### src/rtl/wport_rx_player.sv
// Receive-side wave port player: buffers 168-bit wave words from an
// AXI-Stream sink port and plays them out one at a time. Each word holds its
// parameters on wave_dt_o for the number of cycles in its length field.
module wport_rx_player #(
  parameter int FIFO_AW = 3,
  parameter int DW      = 168
) (
  input  logic              t_clk_i,
  input  logic              t_rst_i,
  input  logic [DW-1:0]     s_axis_tdata,
  input  logic              s_axis_tvalid,
  output logic              s_axis_tready,
  input  logic              en_i,
  output logic [DW-17:0]    wave_dt_o,
  output logic              wave_vld_o,
  output logic              wave_new_o,
  output logic              starve_o,
  output logic [FIFO_AW:0]  fifo_cnt_o
);

  localparam int DEPTH = 2 ** FIFO_AW;
  localparam int PW    = DW - 16;
  localparam logic [FIFO_AW:0] FULL_CNT = (FIFO_AW + 1)'(DEPTH);

  typedef enum logic {IDLE, PLAY} state_e;

  state_e               state_q, state_d;
  logic [DW-1:0]        mem_q [DEPTH];
  logic [FIFO_AW-1:0]   wr_ptr_q, rd_ptr_q;
  logic [FIFO_AW:0]     cnt_q, cnt_d;
  logic [15:0]          rem_q, rem_d;
  logic [PW-1:0]        dt_q, dt_d;
  logic                 vld_q, vld_d;
  logic                 new_q, new_d;
  logic                 starve_q, starve_d;
  logic                 push, pop, empty;
  logic [DW-1:0]        head;

  // A zero length still plays for one cycle; counter holds cycles left after this one.
  function automatic logic [15:0] len_to_rem(input logic [15:0] len);
    return (len == 16'd0) ? 16'd0 : len - 16'd1;
  endfunction

  // No pass-through when full: ready is purely a decode of the stored count.
  assign s_axis_tready = !t_rst_i && (cnt_q != FULL_CNT);
  assign push          = s_axis_tvalid && s_axis_tready;
  assign empty         = (cnt_q == '0);
  assign head          = mem_q[rd_ptr_q];

  assign wave_dt_o  = dt_q;
  assign wave_vld_o = vld_q;
  assign wave_new_o = new_q;
  assign starve_o   = starve_q;
  assign fifo_cnt_o = cnt_q;

  // Playback FSM next state: decides when to pop and what the outputs become.
  always_comb begin
    state_d  = state_q;
    rem_d    = rem_q;
    dt_d     = dt_q;
    vld_d    = vld_q;
    new_d    = 1'b0;
    starve_d = 1'b0;
    pop      = 1'b0;
    case (state_q)
      IDLE: begin
        vld_d = 1'b0;
        if (en_i && !empty) pop = 1'b1;
      end
      PLAY: begin
        if (en_i) begin
          if (rem_q != 16'd0) begin
            rem_d = rem_q - 16'd1;
          end else if (!empty) begin
            pop = 1'b1;
          end else begin
            state_d  = IDLE;
            vld_d    = 1'b0;
            starve_d = 1'b1;
          end
        end
      end
      default: state_d = IDLE;
    endcase
    // Loading a word is identical whether it starts from IDLE or back-to-back.
    if (pop) begin
      state_d = PLAY;
      rem_d   = len_to_rem(head[15:0]);
      dt_d    = head[DW-1:16];
      vld_d   = 1'b1;
      new_d   = 1'b1;
    end
  end

  // Occupancy: a simultaneous push and pop leaves the count unchanged.
  always_comb begin
    cnt_d = cnt_q;
    case ({push, pop})
      2'b10:   cnt_d = cnt_q + 1'b1;
      2'b01:   cnt_d = cnt_q - 1'b1;
      default: cnt_d = cnt_q;
    endcase
  end

  // Control and output registers; reset drops any word in flight without a starve pulse.
  always_ff @(posedge t_clk_i) begin
    if (t_rst_i) begin
      state_q  <= IDLE;
      wr_ptr_q <= '0;
      rd_ptr_q <= '0;
      cnt_q    <= '0;
      rem_q    <= '0;
      dt_q     <= '0;
      vld_q    <= 1'b0;
      new_q    <= 1'b0;
      starve_q <= 1'b0;
    end else begin
      state_q  <= state_d;
      cnt_q    <= cnt_d;
      rem_q    <= rem_d;
      dt_q     <= dt_d;
      vld_q    <= vld_d;
      new_q    <= new_d;
      starve_q <= starve_d;
      if (push) wr_ptr_q <= wr_ptr_q + 1'b1;
      if (pop)  rd_ptr_q <= rd_ptr_q + 1'b1;
    end
  end

  // FIFO storage; contents need no reset since the pointers define validity.
  always_ff @(posedge t_clk_i) begin
    if (push) mem_q[wr_ptr_q] <= s_axis_tdata;
  end

endmodule

### config.mk
export PLATFORM = sky130hd
export DESIGN_NAME = wport_rx_player
export DESIGN_NICKNAME = d
export VERILOG_FILES = /design/src/rtl/wport_rx_player.sv
export SDC_FILE = /design/constraint.sdc
export NUM_CORES = 1
export LEC_CHECK = 0
export CAP_MARGIN = 20
export CORE_MARGIN = 2
export CORE_UTILIZATION = 55
export CTS_BUF_LIST = sky130_fd_sc_hd__clkbuf_16
export CTS_CLUSTER_SIZE = 16
export DETAILED_ROUTE_END_ITERATION = 6
export PLACE_DENSITY = 0.74
export SLEW_MARGIN = 0
export SYNTH_ARGS = -nofsm -noshare
export SYNTH_HDL_FRONTEND = slang
export SYNTH_SLANG_ARGS = --single-unit
### constraint.sdc
create_clock -name t_clk_i -period 17.7 [get_ports t_clk_i]
set_clock_uncertainty 0.05 [all_clocks]
set_input_delay 2.655 -clock t_clk_i [delete_from_list [all_inputs] [get_ports t_clk_i]]
set_output_delay 2.655 -clock t_clk_i [all_outputs]
set_load 0.01 [all_outputs]
# Yosys cells after proc, flatten, opt, wreduce, memory -nomap -nowiden
# Memories as Yosys holds them, arrays and structs flattened. A register that Yosys moved wholly into a read port is not among the register bits.
# Index checks and enable logic that the tools add are counted.
# word_totals
register_bits	182
ramBits	1344
input_bits	172
output_inout_bits	160
word_cells	65
n_memories	1
# op_classes
addsub	6
n_eq_ne	6
mux	26
n_bitwise	2
n_reduce_logical	15
# mem_list
name	words	width	rd	rd_clocked_by_memory_dff	write_ports	line_no	text
mem_q	8	168	1	1	1	28	logic [DW-1:0] mem_q [DEPTH];
# op_table
operator	count
16-bit two-way mux	5
16-bit by 1-bit subtractor with 16-bit output (second input constant)	2
16-bit zero test	1
1-bit two-way mux	16
16-bit nonzero test	1
4-bit one-hot mux with 2 select lines	1
2-bit nonzero test	4
3-bit by 1-bit adder with 3-bit output (second input constant)	2
3-bit two-way mux	2
3-bit AND reduction	2
4-bit by 1-bit adder with 4-bit output (second input constant)	1
4-bit zero test	1
4-bit inequality test (second input constant)	1
1-bit one-hot mux with 2 select lines	2
4-bit OR reduction	1
4-bit by 1-bit subtractor with 4-bit output (second input constant)	1
1-bit logical AND	3
3-bit by 1-bit inequality test with 1-bit output (second input constant)	1
3-bit by 2-bit inequality test with 1-bit output (second input constant)	1
3-bit inequality test (second input constant)	1
2-bit by 1-bit == test with 1-bit output (second input constant)	1
2-bit == test (second input constant)	1
1-bit zero test	2
1-bit NOT	2

# Depth between registers and ports, before layout
# logic_depth
depth_word	7
depth_mapped	17
mapped_depth_nobuf	14

# Least setup slack after synthesis
# Ideal clock, no wire load.
# synth_path
path_type	input port to flip-flop
start	in t_rst_i
end	mem mem_q[0][0] (enable)
arrival_ps	14649
required_ps	16748
path_slack_ps	2099
path_stages	4
path_buffers	0
path_cell_list	a21oi_1 -> and2_0 -> nand2b_1 -> nor3_1
# synth_between
elab_chain_cells	5
# synth_rtl
item	line_no	text
start: declaration	9	input logic t_rst_i,
1-bit zero test	45	assign s_axis_tready = !t_rst_i && (cnt_q != FULL_CNT);
1-bit logical AND	45	
1-bit logical AND	46	assign push = s_axis_tvalid && s_axis_tready;
1-bit two-way mux	132	if (push) mem_q[wr_ptr_q] <= s_axis_tdata;
1-bit two-way mux (not written as such)	132	
end: declaration	28	
# No other way between the ends.

# Worst setup path after layout
# layout_path
start	in t_rst_i
end	out s_axis_tready
# layout_between
elab_chain_cells	2
# layout_rtl
item	line_no	text
1-bit zero test	45	
1-bit logical AND	45	
end: declaration	12	output logic s_axis_tready,
# No other way between the ends.

==> load_flow_metrics.sql <==
INSERT INTO impl_metrics (metric_group, metric, value, unit) VALUES
('layout', 'layout.filler_cells', '6817', ''),
('hold_path', 'worstHoldPathCells', '2', ''),
('route', 'route.detailed.drc', '0', ''),
('setup_path', 'crit_chain', 'buf_6, a21oi_1, clkdlybuf4s50_1', ''),
('setup_path', 'worstSetupPathType', 'in -> out', ''),
('power_and_ir_drop', 'vdd_ir_drop_max', '0.0922', 'mV'),
('timing', 'timing_max_transition_violations_final', '0', ''),
('synth', 'yosys_warnings', '0', ''),
('timing', 'post-route-min-period', '6520', 'ps'),
('clock_network', 'cts_tree', 'done', ''),
('synth', 'post_synth_instance_area', '57200', 'µm²'),
('synth', 'synth_top_area_frac', '0.706', ''),
('route', 'first_pass_iteration_count_of_the_detailed_router', '5', ''),
('clock_network', 'cts_resized', '0', ''),
('setup_path', 'worst-endpoint-arrival', '3810', 'ps'),
('route', 'avgRoutedWirePerCell', '26.1', 'µm'),
('place', 'port_buffers', '331', ''),
('timing', 'rsz0062_at_grt', 'false', ''),
('global_routing', 'grt_remaining_overflow', '0', ''),
('synth', 'yosys_register_bits', '1529', ''),
('timing', 'finalHoldViolations', '0', ''),
('synth', 'yosys.cell_types.count', '57', ''),
('die', 'chipHeight', '326', 'µm'),
('setup_path', 'endpoint_kind', 'output port', ''),
('clock_network', 'clkTransAtPathRegs', '60', 'ps'),
('layout', 'seq_area', '44100', 'µm²'),
('synth', 'ys.flop_type', 'edfxtp_1', ''),
('layout', 'layout-drive-gt1-share', '0.194', ''),
('layout', 'layout.cell_area.non_filler', '66900', 'µm²'),
('job', 'drv_cap', '0', ''),
('global_routing', 'largest_net_degree_at_the_start_of_global_routing', '140', ''),
('global_routing', 'gr-usage-all-layers', '0.228', ''),
('timing', 'setup_viol', '0', ''),
('timing', 'maxSlewHeadroom', '0.288', ''),
('power_and_ir_drop', 'p_per_area', '142', 'nW/µm²'),
('route', 'antenna_violating_nets_post_route', '0', ''),
('place', 'place_area', '61900', 'µm²'),
('global_routing', 'first_pass_grt_wire_length', '181', 'mm'),
('synth', 'post_synth_main_area_contributors', 'edfxtp_1, mux4_2, dfxtp_1, mux2i_1, a211oi_1', ''),
('setup_path', 'rr_endpoint', 'mem_q[3][120]$_DFFE_PP_', ''),
('die', 'floorplan.core_area', '103000', 'µm²'),
('setup_path', 'timing.critical_path.required', '15000', 'ps'),
('die', 'die-area', '107000', 'µm²'),
('setup_path', 'timing.rr.start', 'fifo_cnt_o[1]$_SDFFE_PP0P_', ''),
('synth', 'synth-seq-area-share', '0.770', ''),
('clock_network', 'cts_buffers', '152', ''),
('global_routing', 'grt_pass1_vias', '28700', ''),
('synth', 'netlist_top_cells_count', 'edfxtp_1, mux4_2, nor2_1', ''),
('clock_network', 'cts.sink_count', '1529', ''),
('setup_path', 'worst_path_max_fanout', '73', ''),
('synth', 'synth_async_sr_flop_share', '0', ''),
('layout', 'p_r_area_growth_vs_syn', '17.0', '%'),
('timing', 'post-route-period-util', '0.368', ''),
('route', 'route.vias.total', '27500', ''),
('die', 'fp-row-count', '118', ''),
('die', 'dieWidth', '326', 'µm'),
('clock_network', 'worstSkewPairLatency', '760', 'ps'),
('synth', 'synth_edf_count', '1344', ''),
('clock_network', 'postCtsSetupRepairBufs', '0', ''),
('synth', 'synthDominantAreaCellType', 'edfxtp_1', ''),
('setup_path', 'ff_to_ff_setup_slack', '13050', 'ps'),
('clock_network', 'cts-root-to-sink-buffers', '3', ''),
('die', 'number_of_placed_i_o_pins', '332', ''),
('place', 'gp_congestion', '0.762', ''),
('hold_path', 'worstHoldPathType', 'reg -> reg', ''),
('layout', 'multi_input_area', '12400', 'µm²'),
('clock_network', 'cts-root-buf', 'clkbuf_16', ''),
('run_status', 'status', 'finished clean', ''),
('route', 'totalWireLength', '120', 'mm'),
('layout', 'nNetsFinal', '3280', ''),
('setup_path', 'cp_slowest_cell', 'clkdlybuf4s50_1', '');
sequential cells by signal, summed over array words and instances, names as in the netlist, named ones only:
register / cells
rd_ptr_q: 3
fifo_cnt_o: 4
rem_q: 16
wave_vld_o: 1
state_q: 1
wr_ptr_q: 3
starve_o: 1
wave_new_o: 1
wave_dt_o: 152
mem_q: 1344
logic make-up (layout without fill, tap and decap cells):
logic type,Yosys count,in the layout,synth area share
AOI/OAI and AO/OA,220,220,0.0277
xor gates and xnor gates,19,19,0.00291
adders and majority gates,8,8,0.00175
buffers and inverters,160,669,0.0135
DFF,1529,1529,0.770
muxes,506,506,0.162
other,0,5,0
and+or+nand+nor,278,278,0.0216
per-stage QoR:
stage	setup WS, ps	util	total power, W	hold slack [ps]	instances
finish	11180	0.647	0.00952	444	4614
CTS	11140	0.647	0.00961	450	4607
detailed placement	10650	0.599	0.00650	442	4324
floorplan	2100	-	0.00576	404	2720
global route	11090	0.647	0.00993	462	4609
global placement	10720	0.599	0.00645	435	4324
routing by layer:
metal	routed length, µm	vias up	track usage
li1	-	12000	-
met1	48400	14500	0.304
met2	60300	787	0.375
met3	9200	193	0.0649
met4	2030	36	0.0537
met5	231	-	0
layout make-up:
cell class / count / area share
diodes: 5 / 0.000187
clock buffers: 156 / 0.0583
clock inverters: 127 / 0.0150
inverters: 7 / 0.000505
multi-input cells: 1031 / 0.185
flip-flops and latches: 1529 / 0.659
well taps: 1380 / 0.0258
repair buffers: 379 / 0.0560
cells in the final DEF (no fill, tap or decap), types with 43 or more instances in the layout:
cell,n
nor2_1,182
clkdlybuf4s50_1,330
mux2i_1,166
edfxtp_1,1344
inv_1,47
buf_4,43
a211oi_1,155
mux4_2,334
dfxtp_1,182
clkbuf_16,156
critical path: cells and delay by family:
family	cells	cell delay, ps
buffers and inverters	2	1000
AOI/OAI and AO/OA	1	160
report_power, final:
part	total, W	internal (W)	switching (W)
clock	0.00311	0.00177	0.00134
sequential	0.00438	0.00419	0.000190
combinational	0.00203	0.000990	0.00104
worst max path at each step:
stage                              endpoint  slack (ps)  depth (start not counted)     from
finish                        s_axis_tready       11180                          3  t_rst_i
global route                  s_axis_tready       11090                          3  t_rst_i
CTS                           s_axis_tready       11140                          3  t_rst_i
detailed placement  mem_q[3][123]$_DFFE_PP_       10650                          7  t_rst_i
global placement    mem_q[3][120]$_DFFE_PP_       10720                          7  t_rst_i
floorplan             mem_q[0][0]$_DFFE_PP_        2100                          4  t_rst_i
(Power assumes the default switching activity.)
